`src/rtl/shift_reg_univ.sv`:
```
`default_nettype none
// +--------------------------------------------------------------------------+
// | Module      : shift_reg_univ                                             |
// | Description : Universal shift register with shift/load/clear, optional   |
// |               rotate (macro SHIFT_REG_ROTATE_EN) and counted burst mode. |
// | Revision    : 1.0  initial release                                       |
// +--------------------------------------------------------------------------+
module shift_reg_univ #(
  parameter int WIDTH = 10,
  parameter int CW    = 4
) (
  input  logic             clk,
  input  logic             rst,
  input  logic [2:0]       mode,
  input  logic             start,
  input  logic [CW-1:0]    count,
  input  logic [WIDTH-1:0] par_in,
  input  logic             ser_in_l,
  input  logic             ser_in_r,
  output logic [WIDTH-1:0] q,
  output logic             ser_out_l,
  output logic             ser_out_r,
  output logic             busy,
  output logic             done
);

  localparam logic [2:0] c_MODE_HOLD = 3'd0;
  localparam logic [2:0] c_MODE_SHL  = 3'd1;
  localparam logic [2:0] c_MODE_SHR  = 3'd2;
  localparam logic [2:0] c_MODE_LOAD = 3'd3;
  localparam logic [2:0] c_MODE_ROL  = 3'd4;
  localparam logic [2:0] c_MODE_ROR  = 3'd5;
  localparam logic [2:0] c_MODE_CLR  = 3'd6;

  typedef enum logic [1:0] {
    S_IDLE = 2'd0,
    S_RUN  = 2'd1,
    S_DONE = 2'd2
  } state_t;

  state_t           r_state;
  state_t           w_next_state;
  logic [WIDTH-1:0] r_q;
  logic [WIDTH-1:0] w_q_next;
  logic [CW-1:0]    r_rem;
  logic [2:0]       r_run_mode;
  logic [2:0]       w_op;
  logic             w_accept;

  // Next state and the operation applied at this edge. Accepting a burst and
  // the DONE cycle both force HOLD so q never moves outside the burst window.
  always_comb begin
    w_next_state = r_state;
    w_op         = c_MODE_HOLD;
    w_accept     = 1'b0;
    case (r_state)
      S_IDLE: begin
        if (start) begin
          w_accept     = 1'b1;
          w_next_state = (count == '0) ? S_DONE : S_RUN;
        end else begin
          w_op = mode;
        end
      end
      S_RUN: begin
        w_op = r_run_mode;
        if (r_rem == CW'(1)) begin
          w_next_state = S_DONE;
        end
      end
      S_DONE: begin
        w_next_state = S_IDLE;
      end
      default: begin
        w_next_state = S_IDLE;
      end
    endcase
  end

  // Without the rotate option, modes 4/5 fall through to HOLD.
  always_comb begin
    w_q_next = r_q;
    case (w_op)
      c_MODE_SHL:  w_q_next = {r_q[WIDTH-2:0], ser_in_l};
      c_MODE_SHR:  w_q_next = {ser_in_r, r_q[WIDTH-1:1]};
      c_MODE_LOAD: w_q_next = par_in;
`ifdef SHIFT_REG_ROTATE_EN
      c_MODE_ROL:  w_q_next = {r_q[WIDTH-2:0], r_q[WIDTH-1]};
      c_MODE_ROR:  w_q_next = {r_q[0], r_q[WIDTH-1:1]};
`endif
      c_MODE_CLR:  w_q_next = '0;
      default:     w_q_next = r_q;
    endcase
  end

  always_ff @(posedge clk) begin
    if (rst) begin
      r_state <= S_IDLE;
    end else begin
      r_state <= w_next_state;
    end
  end

  always_ff @(posedge clk) begin
    if (rst) begin
      r_q <= '0;
    end else begin
      r_q <= w_q_next;
    end
  end

  // Exit is taken at rem==1, so the decrement never wraps below zero.
  always_ff @(posedge clk) begin
    if (rst) begin
      r_rem      <= '0;
      r_run_mode <= c_MODE_HOLD;
    end else if (w_accept) begin
      r_rem      <= count;
      r_run_mode <= mode;
    end else if (r_state == S_RUN) begin
      r_rem <= r_rem - CW'(1);
    end
  end

  assign q         = r_q;
  assign ser_out_l = r_q[WIDTH-1];
  assign ser_out_r = r_q[0];
  assign busy      = (r_state == S_RUN);
  assign done      = (r_state == S_DONE);

endmodule
`default_nettype wire
```
`config.mk`:
```
export PLATFORM = sky130hd
export DESIGN_NAME = shift_reg_univ
export DESIGN_NICKNAME = d
export VERILOG_FILES = /design/src/rtl/shift_reg_univ.sv
export SDC_FILE = /design/constraint.sdc
export NUM_CORES = 1
export LEC_CHECK = 0
export CORE_ASPECT_RATIO = 0.6
export CORE_MARGIN = 3
export CORE_UTILIZATION = 40
export CTS_CLUSTER_DIAMETER = 30
export DETAILED_ROUTE_END_ITERATION = 10
export PLACE_DENSITY = 0.75
export SYNTH_ARGS = -nofsm -noshare
export SYNTH_HDL_FRONTEND = slang
export SYNTH_SLANG_ARGS = --single-unit
```
`constraint.sdc`:
```
create_clock -name clk -period 2.3 [get_ports clk]
set_input_delay 0.46 -clock clk [delete_from_list [all_inputs] [get_ports clk]]
set_output_delay 0.46 -clock clk [all_outputs]
set_load 0.005 [all_outputs]
```
; ---- Yosys cells after proc, flatten, opt, wreduce, memory -nomap -nowiden
; Cells that the tools add are included.
[word_totals]
register_bits = 19
output_inout_bits = 14
[classes]
n_addsub = 1
n_eq_ne = 9
n_mux = 11
reduce_logical = 5
[op_table]
columns = op, count
row1 = one-hot mux 10 bit (4 select lines), 1
row2 = 2-to-1 mux 4 bit, 2
row3 = "== test 3 x 2 -> 1 bit, second input constant", 2
row4 = 2-to-1 mux 2 bit, 3
row5 = one-hot mux 3 bit (2 select lines), 1
row6 = "== test 4 x 1 -> 1 bit, second input constant", 1
row7 = logical NOT 4 bit, 1
row8 = one-hot mux 2 bit (2 select lines), 1
row9 = nonzero test 4 bit, 1
row10 = "subtractor 4 x 1 -> 4 bit, second input constant", 1
row11 = "== test 3 x 1 -> 1 bit, second input constant", 1
row12 = "== test 3 bit, second input constant", 1
row13 = 2-to-1 mux 3 bit, 1
row14 = "== test 2 x 1 -> 1 bit, second input constant", 1
row15 = "== test 2 bit, second input constant", 1
row16 = logical NOT 2 bit, 1
row17 = 2-to-1 mux 1 bit, 2
row18 = "inequality test 2 x 1 -> 1 bit, second input constant", 1
row19 = "inequality test 2 bit, second input constant", 1
row20 = AND reduction 2 bit, 1
row21 = nonzero test 2 bit, 1

; ---- Depth between registers and ports, before layout
[depth]
word_depth = 4
ltp_mapped = 6
mapped_depth_nobuf = 5

; ---- Least setup slack after synthesis
; No wires, ideal clock.
[synth_timing]
path_kind = input port to flip-flop
startpoint = input port start
endpoint = register r_q[0], in the netlist q[0]
setup_ps = 119
arrival_time_ps = 1602
required_ps = 2181
setup_slack_ps = 579
path_stages = 5
path_buffers = 1
cell_sequence = or3b_4 > a211o_1 > buf_6 > a2bb2oi_1 > o221a_1
[synth_between]
elab_chain_cells = 4
elab_cells_between_ends = 8
classes_between = 4 x eq/ne / 3 x mux / 1 x reduce/logical
[synth_lines]
columns = item, line_no
row1 = from (decl), 15  ; input logic start,
row2 = 2-to-1 mux 3 bit (*), 58  ; if (start) begin
row3 = one-hot mux 3 bit (2 select lines) (*), 56  ; case (r_state)
row4 = == test 3 bit (tied with other cells), 83  ; case (w_op)
row5 = one-hot mux 10 bit (4 select lines) / nonzero test 4 bit (equally long branches), --
row6 = to (signal assigned), 108  ; r_q <= w_q_next;
row7 = to (decl), 43  ; logic [WIDTH-1:0] r_q;
; Every way passes the cells marked *; elsewhere a longest branch is shown, timed or not.
; A chain may end at the register's enable or synchronous reset.

; ---- Worst setup path after layout
[layout_timing]
startpoint = register r_state[1]
endpoint = output port busy
[layout_between]
elab_chain_cells = 1
[layout_lines]
columns = item, line_no
row1 = from (decl), 41  ; state_t r_state;
row2 = from (signal assigned), 100  ; r_state <= w_next_state;
row3 = == test 2 x 1 -> 1 bit, 128  ; assign busy = (r_state == S_RUN);
row4 = to (decl), 23  ; output logic busy,
; Every way passes these cells.

==> impl_metrics.env <==
export IMPL_outcome="finished, final reports clean"
export IMPL_grt_total_usage=0.186
export IMPL_max_slew_margin=0.465
export IMPL_clk_pin_slew_ps=70
export IMPL_drc=0
export IMPL_fin_ws_ps=185
export IMPL_end_kind="output pin"
export IMPL_grt_pass1_vias=1053
export IMPL_maxCapViolCount=0
export IMPL_cts_buffer_depth=2
export IMPL_dr_pass1_iters=4
export IMPL_p_leak_nw=0.609
export IMPL_path_max_fanout=9
export IMPL_syn_area_per_cell_um2=8.57
export IMPL_ys_types=34
export IMPL_ant_nets=0
export IMPL_finalWorstPathRequiredPeriod_ps=2110
export IMPL_path_class="reg2out"
export IMPL_max_stage_delay_ps=520
export IMPL_cts_hold_buf=0
export IMPL_drive_gt1_frac=0.0819
export IMPL_numCtsBuffers=3
export IMPL_cts_htree_levels=1
export IMPL_pre_cts_slack_ps=-34.6
export IMPL_post_cts_buffers=0
export IMPL_skew_ps=8.79
export IMPL_fp_dieH_um=47.8
export IMPL_final_nets=196
export IMPL_cp_arrival_ps=1650
export IMPL_wl_per_cell_um=16.2
export IMPL_cp_required_ps=1840
export IMPL_timing_critical_path_buf_inv=2
export IMPL_path_cells="or2b_1 -> inv_2 -> clkdlybuf4s50_1"
export IMPL_synth_edff_count=0
export IMPL_rsz0062_at_grt="false"
export IMPL_overflow=0
export IMPL_cts_resized=0
export IMPL_syn_area_um2=1160
export IMPL_seq_area_frac_synth=0.327
export IMPL_hp_class="reg2reg"
export IMPL_dp_hpwl_um=2480
export IMPL_synth_ff_type="dfxtp_1"
export IMPL_clkLatencyLatePin_ps=260
export IMPL_start_util=0.443
export IMPL_synth_nets=160
export IMPL_slew_violations=0
export IMPL_antenna_cells=0
export IMPL_worst_pin_slew_ps=803
export IMPL_crit_slowest_cell="clkdlybuf4s50_1"
export IMPL_setup_viol=0
export IMPL_gp_congestion=0.815
export IMPL_multiInputGateArea_um2=668
export IMPL_coreArea_um2=2630
export IMPL_yosys_warnings=0
export IMPL_vias_per_cell=6.03
export IMPL_async_flop_share=0
export IMPL_ir_worst_vdd_mv=0.393
export IMPL_clock_sinks=19
export IMPL_area_growth_syn_to_layout_pct=36.4
export IMPL_finalHoldViolCount=0
export IMPL_max_freq_ghz=0.473
export IMPL_crit_family="buffers and inverters"
export IMPL_final_cell_area_um2=1590
export IMPL_drt_initial_drc_count=167
export IMPL_syn_inst=136
export IMPL_synth_seq_cells=19
export IMPL_fin_cells=203
export IMPL_dieArea_um2=3620
export IMPL_crit_path_start_kind="flip-flop"
export IMPL_fp_row_count=14
export IMPL_register_area_um2=380
export IMPL_ios=36
export IMPL_die_x_um=75.7
export IMPL_routed_wl_um=3290
export IMPL_fin_crit_sh=0.919
export IMPL_grt_pass1_wl_um=5030
export IMPL_antenna_found_initial=0
export IMPL_clk_root_buffer_cell="clkbuf_8"
export IMPL_grt_max_degree=20
export IMPL_n_fill_cell=237
export IMPL_dpl_cell_count=199
export IMPL_cts_tree="yes"
export IMPL_powerDensity_nw_per_um2=643
export IMPL_vias=1225
export IMPL_port_buffers=35
export IMPL_placed_cell_area_um2=1540
-- power breakdown --
part | leakage [nW] | total (W) | switching (W) | internal (W)
sequential | 0.157 | 0.000419 | 0.0000461 | 0.000373
clock | 0.0228 | 0.000236 | 0.000113 | 0.000123
combinational | 0.429 | 0.000367 | 0.000165 | 0.000202
-- flip-flops by register name, indices dropped and copies added (netlist names) --
signal and count:
r_rem 4, q 10, r_run_mode 3, r_state 2
-- cell usage in the layout (no fill, tap or decap), types with 4 or more instances in the layout --
cell / count
clkdlybuf4s50_1: 35
dfxtp_1: 19
inv_1: 13
a2bb2oi_1: 11
o221a_1: 10
nor2_1: 16
buf_4: 7
a31oi_1: 10
nand3b_1: 4
a21oi_1: 5
nand3_1: 10
-- synth_stat cells (2+ instances only) --
master,number,area (µm²)
dfxtp_1,19,380
ha_1,2,25.0
buf_2,6,30.0
buf_4,2,15.0
nor3b_1,2,15.0
a21oi_1,5,25.0
a2bb2oi_1,11,96.3
nand2_1,3,11.3
a221oi_1,2,17.5
inv_1,13,48.8
nand3_1,10,50.1
nand3b_1,4,30.0
a31oi_1,10,62.6
mux2i_1,3,30.0
o221a_1,10,113
nor2_1,16,60.1
-- layout make-up --
cell class | instances | share of cell area
multi-input combinational | 92 | 0.420
sequential | 19 | 0.239
tap | 32 | 0.0252
clock buffer | 4 | 0.0283
timing repair buffer | 42 | 0.254
inverter | 14 | 0.0331
-- cells by family (layout without fill, tap and decap cells) --
group,Yosys count,in the layout,share of synthesized area
multiplexers,3,3,0.0258
adder cells (fa/ha/maj),2,2,0.0215
buffers and inverters,25,60,0.0999
flip-flops,19,19,0.327
AND/OR/NAND/NOR,43,43,0.194
AO/OA/AOI/OAI,44,44,0.332
-- worst min-delay path, cell delays in order (launching register included) --
cell and delay (ps):
dfxtp_1 320, o21ai_0 80, a21oi_1 60
-- metrics by stage --
stage	utilization	hold WS (ps)	TNS, ps	total power (W)
after CTS	0.605	506	0	0.00102
final	0.605	506	0	0.00102
after global placement	0.588	484	-0.294	0.000776
after global routing	0.605	515	0	0.00108
after floorplan	-	464	0	0.000633
after detailed placement	0.588	497	-229	0.000788
-- path summary, 6_finish.rpt --
check                           slack [ps]        to       start  cells past startpoint
worst min-delay path                   510  r_rem[3]    r_rem[3]                      2
worst min register to register         510  r_rem[3]    r_rem[3]                      2
worst max register to register         390      q[8]  r_state[0]                      5
worst max-delay path                   190      busy  r_state[1]                      3
-- per-layer routing --
metal | wire, µm | share of wire | GRT usage | vias up
met2 | 1500 | 0.46 | 0.292 | 53
met5 | 0 | 0 | 0 | -
met1 | 1510 | 0.46 | 0.267 | 585
met4 | 56 | 0.017 | 0.0348 | 0
li1 | - | - | - | 580
met3 | 229 | 0.070 | 0.0398 | 7
Power figures use the tool's default switching activity.
